[src/rtl/pipe_pkg.sv]
// Shared types and default widths for the skid-buffered pipeline stage.
package pipe_pkg;

  typedef enum logic [1:0] {
    EMPTY = 2'd0,
    ONE   = 2'd1,
    TWO   = 2'd2
  } state_t;

  localparam int CTRL_W_DEF = 2;
  localparam int DEST_W_DEF = 5;
  localparam int WORD_W     = 32;

endpackage

[src/rtl/pipe_reg_en.sv]
// Entry register: sync reset, clear (flush) and load enable; clear beats load.
// One cycle write latency, holds its value when neither clr nor ld is asserted.
module pipe_reg_en #(
  parameter int WIDTH = 8
) (
  input  logic             clk,
  input  logic             rst,
  input  logic             clr,
  input  logic             ld,
  input  logic [WIDTH-1:0] d_i,
  output logic [WIDTH-1:0] q_o
);

  logic [WIDTH-1:0] q_q;

  always_ff @(posedge clk) begin
    if (rst || clr) begin
      q_q <= '0;
    end else if (ld) begin
      q_q <= d_i;
    end
  end

  assign q_o = q_q;

endmodule

[src/rtl/pipe_stage_skid.sv]
// Pipeline stage with 2-entry skid buffer: 1-cycle latency, full throughput;
// in_ready is registered and drops only when both entries are held.
module pipe_stage_skid
  import pipe_pkg::*;
#(
  parameter int CTRL_W = CTRL_W_DEF,
  parameter int DATA_W = 2 * WORD_W,
  parameter int DEST_W = DEST_W_DEF
) (
  input  logic              clk,
  input  logic              rst,
  input  logic              flush,
  input  logic              in_valid,
  output logic              in_ready,
  input  logic [CTRL_W-1:0] in_ctrl,
  input  logic [DATA_W-1:0] in_data,
  input  logic [DEST_W-1:0] in_dest,
  output logic              out_valid,
  input  logic              out_ready,
  output logic [CTRL_W-1:0] out_ctrl,
  output logic [DATA_W-1:0] out_data,
  output logic [DEST_W-1:0] out_dest,
  output logic [1:0]        count
);

  localparam int ENT_W = CTRL_W + DATA_W + DEST_W;

  state_t           state_q, state_d;
  logic             in_ready_q;
  logic             accept, rel;
  logic             main_ld, main_src_skid, main_drain, skid_ld;
  logic [ENT_W-1:0] main_d, main_q, skid_q, in_ent;

  assign accept = in_valid & in_ready_q;
  assign rel    = out_valid & out_ready;
  assign in_ent = {in_ctrl, in_data, in_dest};

  always_comb begin
    state_d       = state_q;
    main_ld       = 1'b0;
    main_src_skid = 1'b0;
    main_drain    = 1'b0;
    skid_ld       = 1'b0;
    case (state_q)
      EMPTY: begin
        if (accept) begin
          main_ld = 1'b1;
          state_d = ONE;
        end
      end
      ONE: begin
        if (accept && rel) begin
          main_ld = 1'b1;
        end else if (accept) begin
          skid_ld = 1'b1;
          state_d = TWO;
        end else if (rel) begin
          // Zero MAIN on drain so an idle stage always presents a clean bubble.
          main_drain = 1'b1;
          state_d    = EMPTY;
        end
      end
      TWO: begin
        if (rel) begin
          main_ld       = 1'b1;
          main_src_skid = 1'b1;
          state_d       = ONE;
        end
      end
      default: state_d = EMPTY;
    endcase
    if (flush) begin
      state_d = EMPTY;
    end
  end

  always_ff @(posedge clk) begin
    if (rst) begin
      state_q    <= EMPTY;
      in_ready_q <= 1'b1;
    end else begin
      state_q    <= state_d;
      in_ready_q <= (state_d != TWO);
    end
  end

  assign main_d = main_src_skid ? skid_q : in_ent;

  pipe_reg_en #(.WIDTH(ENT_W)) u_main (
    .clk (clk),
    .rst (rst),
    .clr (flush | main_drain),
    .ld  (main_ld),
    .d_i (main_d),
    .q_o (main_q)
  );

  pipe_reg_en #(.WIDTH(ENT_W)) u_skid (
    .clk (clk),
    .rst (rst),
    .clr (flush),
    .ld  (skid_ld),
    .d_i (in_ent),
    .q_o (skid_q)
  );

  assign {out_ctrl, out_data, out_dest} = main_q;
  assign out_valid = (state_q != EMPTY);
  assign count     = {state_q == TWO, state_q == ONE};
  assign in_ready  = in_ready_q;

endmodule

[config.mk]
export PLATFORM = sky130hd
export DESIGN_NAME = pipe_stage_skid
export DESIGN_NICKNAME = d
export VERILOG_FILES = /design/src/rtl/pipe_pkg.sv /design/src/rtl/pipe_reg_en.sv /design/src/rtl/pipe_stage_skid.sv
export SDC_FILE = /design/constraint.sdc
export NUM_CORES = 1
export LEC_CHECK = 0
export BUFFER_PORTS_ARGS = -buffer_cell sky130_fd_sc_hd__buf_4
export CAP_MARGIN = 30
export CORE_MARGIN = 4
export CORE_UTILIZATION = 40
export CTS_BUF_LIST = sky130_fd_sc_hd__clkbuf_4
export DETAILED_ROUTE_END_ITERATION = 8
export HOLD_SLACK_MARGIN = 0.03
export MAX_ROUTING_LAYER = met4
export SLEW_MARGIN = 20
export SYNTH_ARGS = -nofsm -noshare
export SYNTH_HDL_FRONTEND = slang
export SYNTH_SLANG_ARGS = --single-unit
[constraint.sdc]
create_clock -name clk -period 2.2 [get_ports clk]
set_input_delay 0.33 -clock clk [delete_from_list [all_inputs] [get_ports clk]]
set_output_delay 0.33 -clock clk [all_outputs]
set_load 0.005 [all_outputs]
Yosys cells after proc, flatten, opt, wreduce, memory -nomap -nowiden
Cells that the tools add are included.

Add/subtract/negate cells: 0. Multiply operators: 0. Div/mod/pow operators: 0. Magnitude comparators: 0. Equal/unequal tests: 3. Shift-type cells: 0. Muxes and demuxes: 18. Bitwise operators: 3. Reductions and logical operators: 5.

Operator list (number): $mux 71 (1); $mux 2 (6); $mux 1 (9); $pmux 2 s3 (1); $pmux 1 s3 (1); $and 1x1->1 (2); $eq 2x1->1 const B (1); $eq 2x2->1 const B (1); $logic_not 2->1 (1); $logic_or 1x1->1 (2); $ne 2x2->1 const B (1); $reduce_bool 2->1 (1); $logic_and 1x1->1 (1); $or 1x1->1 (1).

Flip-flop bits (word level): 145. Bits in latches: 0. Bits in writable memories: 0. Memory bits (read-only): 0. Input bits: 76. Output and inout port bits: 75. Logic and storage cells: 33. Memories: 0.

Logic depth before layout (Yosys ltp)
Depth in word-level cells: 8. Gate-level depth with buffers: 8. Gate-level depth less buffers: 4.

Hierarchy
A second synthesis with hierarchy kept.

Cells, all modules: 560. Area total of the unflattened synthesis: 6228.5 µm².

Modules (own cells, without submodules): pipe_reg_en (times used 2, cells each 230, area an instance 2581.2 µm², seq. area each 1421.4 µm²); pipe_stage_skid (times used 1, cells each 100, area an instance 1066.0 µm², seq. area each 60.1 µm²).

Worst setup path after synthesis
Ideal clock, no wire load.

Path type: reg-to-reg. Start: register state_q[1]. End: register u_skid.q_q[0], in the netlist u_skid.q_o[0]. Library setup time: 0.132 ns. Data arrival time: 1.250 ns. Required time: 2.068 ns. Path slack: 0.818 ns. Stages on the path, launching flop included: 7. Buffers on the path: 2. Period minus slack after synthesis: 1.382 ns. Cells stage by stage: dfxtp_1 nand4b_1 or2_2 buf_2 buf_2 nand2_1 a21oi_1.

Longest elaborated chain between the ends: 5. Elaborated cells on any way between the ends: 6. Classes of those cells: eq/ne (1); mux (2); bitwise (1); reduce/logical (2).

Ends and longest elaborated chain: from (decl) (line pipe_stage_skid.sv:28) `state_t state_q, state_d;`; from (signal assigned) (line pipe_stage_skid.sv:82) `state_q <= state_d;`; $reduce_bool 2->1 (line pipe_stage_skid.sv:108) `assign out_valid = (state_q != EMPTY);`; $and 1x1->1 (line pipe_stage_skid.sv:35) `assign rel = out_valid & out_ready;`; $logic_and 1x1->1 (line pipe_stage_skid.sv:52) `if (accept && rel) begin`; $mux 1 (line pipe_stage_skid.sv:52); $mux 1 (*) (line pipe_stage_skid.sv:44) `case (state_q)`; to (signal assigned) (line pipe_reg_en.sv:20) `q_q <= d_i;`; to (decl) (line pipe_reg_en.sv:14) `logic [WIDTH-1:0] q_q;`.

Every way passes the cells marked *; elsewhere a longest branch is shown, timed or not. A chain may end at the register's enable or synchronous reset.

Worst setup path after layout
Start: register state_q[1]. End: register u_skid.q_q[14], in the netlist u_skid.q_o[14].

Same word-level chain as after synthesis.

==> results <==
- Dividing the final minimum period by the clock period gives 83.1%.
- Summed over all layers, the global routing overflow is 0.
- The initial antenna violation count is 0.
- The total nets after synthesis is 721.
- The sequential share of power is roughly 54%.
- The initial utilization of the core area, before any placement, comes to 40.7%.
- For the pin with the worst max-slew slack, the measured transition is 0.800 ns.
- Post-CTS repair changed the size of 0 cells.
- Derived from the worst setup path, the maximum achievable clock frequency is 0.547 GHz.
- Net switching is 25.0% of the power.
- The core region area is 0.0138 mm^2.
- The category of the worst setup path launch point is a flop.
- The synthesized design contains 0 enable-type register cells.
- The number of levels the H-tree was split into is 4.
- The first global-routing pass estimated 24700 um of wire.
- The total leakage power is 0.00355 uW.
- For this run, the leading register cell type out of synthesis is sky130_fd_sc_hd__dfxtp_1.
- The floorplan has 43 rows.
- The horizontal die dimension is 127 um.
- In this run, the combinational gates consume 12.7% of the power.
- Power spread over the standard cell area amounts to 650 mW/mm^2.
- In this run the vertical extent of the chip is 127 um.
- 151 I/O pins were placed.
- The clock buffer count from CTS is 17.
- Detailed placement ended at an HPWL of 9450 um.
- The setup clock skew after layout is 0.0108 ns.
- Headroom to the max-slew limit came out at between 40% and 50%.
- The total inserted antenna cells is 0.
- The clock network accounts for approximately a third of the total power.
- The kind of path behind the tightest hold check is in -> reg.
- Global routing used 19.7% of the available tracks.
- STA puts the critical path data arrival time at 2.23 ns.
- The wire length on met3 is 693 um.
- The total wirelength of the detailed-routed design is roughly 15000 um.
- The uppermost metal layer occupied by signal nets is met4.
- Together, buffers and inverters on the worst path number 1.
- The remaining routing DRC violations is 0.
- TritonCTS built the clock tree.
- The deepest clock path buffer count is 2.
- The number of different library cells used by synthesis comes to 25.
- Of the synthesized area, sequential elements account for approximately 50%.
- The detailed-routing wirelength on met1 is 6480 um.
- The fraction of final layout cells with drive strength greater than 1 is 22.7%.
- In the synthesized netlist, the number of instances is 645.
- The final count of pins violating max slew is 0.
- The final critical path time including I/O delays and setup is 1.83 ns.
- The worst setup path is captured at a flop.
- The final setup violation count is 0.
- For this block, the initial DRC count from the detailed router was 331.
- The number of cells after detailed placement is 932.
- The count of final hold-check violations is 0.
- The congestion estimate from routability-driven global placement came to 0.732.
- The clock-pin slew of the registers on the worst-case setup and hold paths is around 0.12 ns.
- The post-detailed-route via-to-cell ratio is 4.96.
- CTS placed an instance of sky130_fd_sc_hd__clkbuf_4 at the clock tree root.
- The signal on the critical path passes through nand4b_1 -> or2_2 -> buf_12 -> nand2_1 -> a21oi_1.
- Setup repair after global routing left no endpoint under its margin.
- The slowest stage of the critical path belongs to the cell sky130_fd_sc_hd__or2_2.
- The number of global-route vias before repair came to 5077.
- The switching component of the power is 1270 uW.
- The count of non-filler cells in the finished layout is 1036.
- The category of the critical setup timing path is reg -> reg.
- The area growth from synthesis to layout is 39.4%.
- The flow ran to the end, and the final reports show no timing, DRC or antenna violations.
- Across all layers, the routed design uses 5136 vias.
- The count of TritonRoute iterations in the first routing pass is 4.
- After synthesis, the share of flip-flops with an asynchronous set or reset is 0%.
- The synthesized area per cell is 8.73 um^2.
- The largest incremental delay on the critical path is roughly 0.55 ns.
- The later-pin clock latency in the skew report is 0.54 ns.
- IR analysis of the VDD net gives a maximum drop of 0.351 mV.
- The final sum of negative setup slack is 0 ns.
- The count of nets left with antenna violations once routing finished came out at 0.
- The count of max-cap constraint violations is 0.
- In this run, synthesis produced a sequential element count of approximately 150.
- After synthesis the cells add up to 0.00563 mm^2.
- The internal power is 3830 uW.
- Yosys printed 0 warnings.
- The sink count of the clock tree is 145.
- Data on the critical path is required at its endpoint by 2.60 ns.
- The critical-path maximum fanout is 48.
- The kind of cell with the highest combined delay along the critical path is simple AND/OR/NAND/NOR gates.
- Entering global routing, the biggest net connects 103 pins.
- The count of port buffers added during placement is 150.
- The net total in the final layout is between 900 and 1000.
- The die outline area is 0.0160 mm^2.
- In the final routed layout, each cell accounts on average for between 10 and 15 um.
- Total power for the finished layout comes to 5100 uW.
- The routed wire length on met2 is 8040 um.
[final timing paths]
| kind | end | slack, ns | cells after the start | from |
|---|---|---|---|---|
| max | u_skid.q_o[14] | 0.37 | 5 | state_q[1] |
| min | state_q[0] | 0.19 | 4 | in_valid |
| max reg2reg | u_skid.q_o[14] | 0.37 | 5 | state_q[1] |
| min reg2reg | u_skid.q_o[26] | 0.46 | 2 | u_skid.q_o[26] |
[power by group through the flow]
stage | Sequential (uW) | Combinational, uW | Clock [uW]
detailed placement | 2810 | 549 | 0
CTS | 2750 | 654 | 1750
floorplan | 2810 | 246 | 0
global route | 2760 | 712 | 1870
global placement | 2810 | 540 | 0
finish | 2750 | 649 | 1700
[through the flow]
step / hold slack, ns / cell area, um^2 / worst slack (ns) / utilization [%]
floorplan: 0.436 / 5630 / 0.818 / -
global placement: 0.441 / 6850 / 0.447 / 49.5
detailed placement: 0.446 / 6850 / 0.367 / 49.5
CTS: 0.126 / 7850 / 0.367 / 56.8
global route: 0.134 / 7850 / 0.235 / 56.8
finish: 0.190 / 7850 / 0.373 / 56.8
[cells by family after synthesis]
logic type / synth area share [%]
AO/OA/AOI/OAI: 20.0
AND/OR/NAND/NOR: 10.9
flip-flops: 51.5
multiplexers: 12.6
buffers and inverters: 4.91
[registers in the layout (all words and copies together), names as in the netlist]
signal,count
in_ready,1
u_main.q_o,71
u_skid.q_o,71
state_q,2
[Yosys cell counts, drive strengths merged, types with 2 or more instances]
| library cell | instances | area share [%] |
|---|---|---|
| dfxtp | 145 | 52 |
| a21oi | 143 | 13 |
| nand2 | 143 | 9.5 |
| mux2i | 71 | 13 |
| o21ai | 71 | 6.3 |
| buf | 40 | 3.8 |
| clkbuf | 14 | 0.96 |
| or2 | 3 | 0.38 |
| inv | 2 | 0.13 |
| nand3b | 2 | 0.27 |
| nand4b | 2 | 0.31 |
[routing by layer]
layer / vias to the layer above / global-route usage (%)
li1: 2613 / -
met1: 2384 / 22.0
met2: 121 / 34.3
met3: 18 / 5.05
met4: 0 / 6.18
met5: - / -
[cells in the final DEF, fill, tap and decap left out]
master / instances
sky130_fd_sc_hd__buf_12: 3
sky130_fd_sc_hd__a21oi_1: 143
sky130_fd_sc_hd__nand3_1: 1
sky130_fd_sc_hd__clkinv_1: 5
sky130_fd_sc_hd__bufinv_16: 3
sky130_fd_sc_hd__nor2_4: 1
sky130_fd_sc_hd__o21ai_1: 11
sky130_fd_sc_hd__a31oi_4: 1
sky130_fd_sc_hd__clkbuf_4: 18
sky130_fd_sc_hd__nand2b_1: 1
sky130_fd_sc_hd__a21o_1: 1
sky130_fd_sc_hd__nand3b_1: 2
sky130_fd_sc_hd__or2_2: 2
sky130_fd_sc_hd__nand4b_1: 2
sky130_fd_sc_hd__a211o_1: 1
sky130_fd_sc_hd__o211ai_4: 1
sky130_fd_sc_hd__o21ai_0: 60
sky130_fd_sc_hd__inv_1: 2
sky130_fd_sc_hd__or2_4: 1
sky130_fd_sc_hd__o21a_1: 1
sky130_fd_sc_hd__nor2b_1: 1
sky130_fd_sc_hd__mux2i_1: 71
sky130_fd_sc_hd__nand2_1: 143
sky130_fd_sc_hd__clkinv_2: 3
sky130_fd_sc_hd__clkinvlp_4: 3
sky130_fd_sc_hd__buf_4: 158
sky130_fd_sc_hd__dfxtp_1: 145
sky130_fd_sc_hd__dlygate4sd3_1: 72
[worst register-to-register path: stages, from the launching register on]
cell,delay (ns)
sky130_fd_sc_hd__dfxtp_1,0.38
sky130_fd_sc_hd__nand4b_1,0.29
sky130_fd_sc_hd__or2_2,0.55
sky130_fd_sc_hd__buf_12,0.27
sky130_fd_sc_hd__nand2_1,0.14
sky130_fd_sc_hd__a21oi_1,0.07
[cell type report]
type	instances	area [um^2]
well taps	180	225
clock inverters	14	146
inverters	2	7.51
multi-input cells	444	2470
flip-flops and latches	145	2900
clock buffers	18	135
fillers	1258	5980
repair buffers	233	1970
[repair_timing]
| item | 4_1_cts | 5_1_grt |
|---|---|---|
| hold buffers | 72 | 0 |
| setup buffers | 0 | 0 |
| hold endpoints to repair | 76 | 0 |
| endpoints found under the setup margin | 0 | 0 |
(Power assumes the default switching activity.)
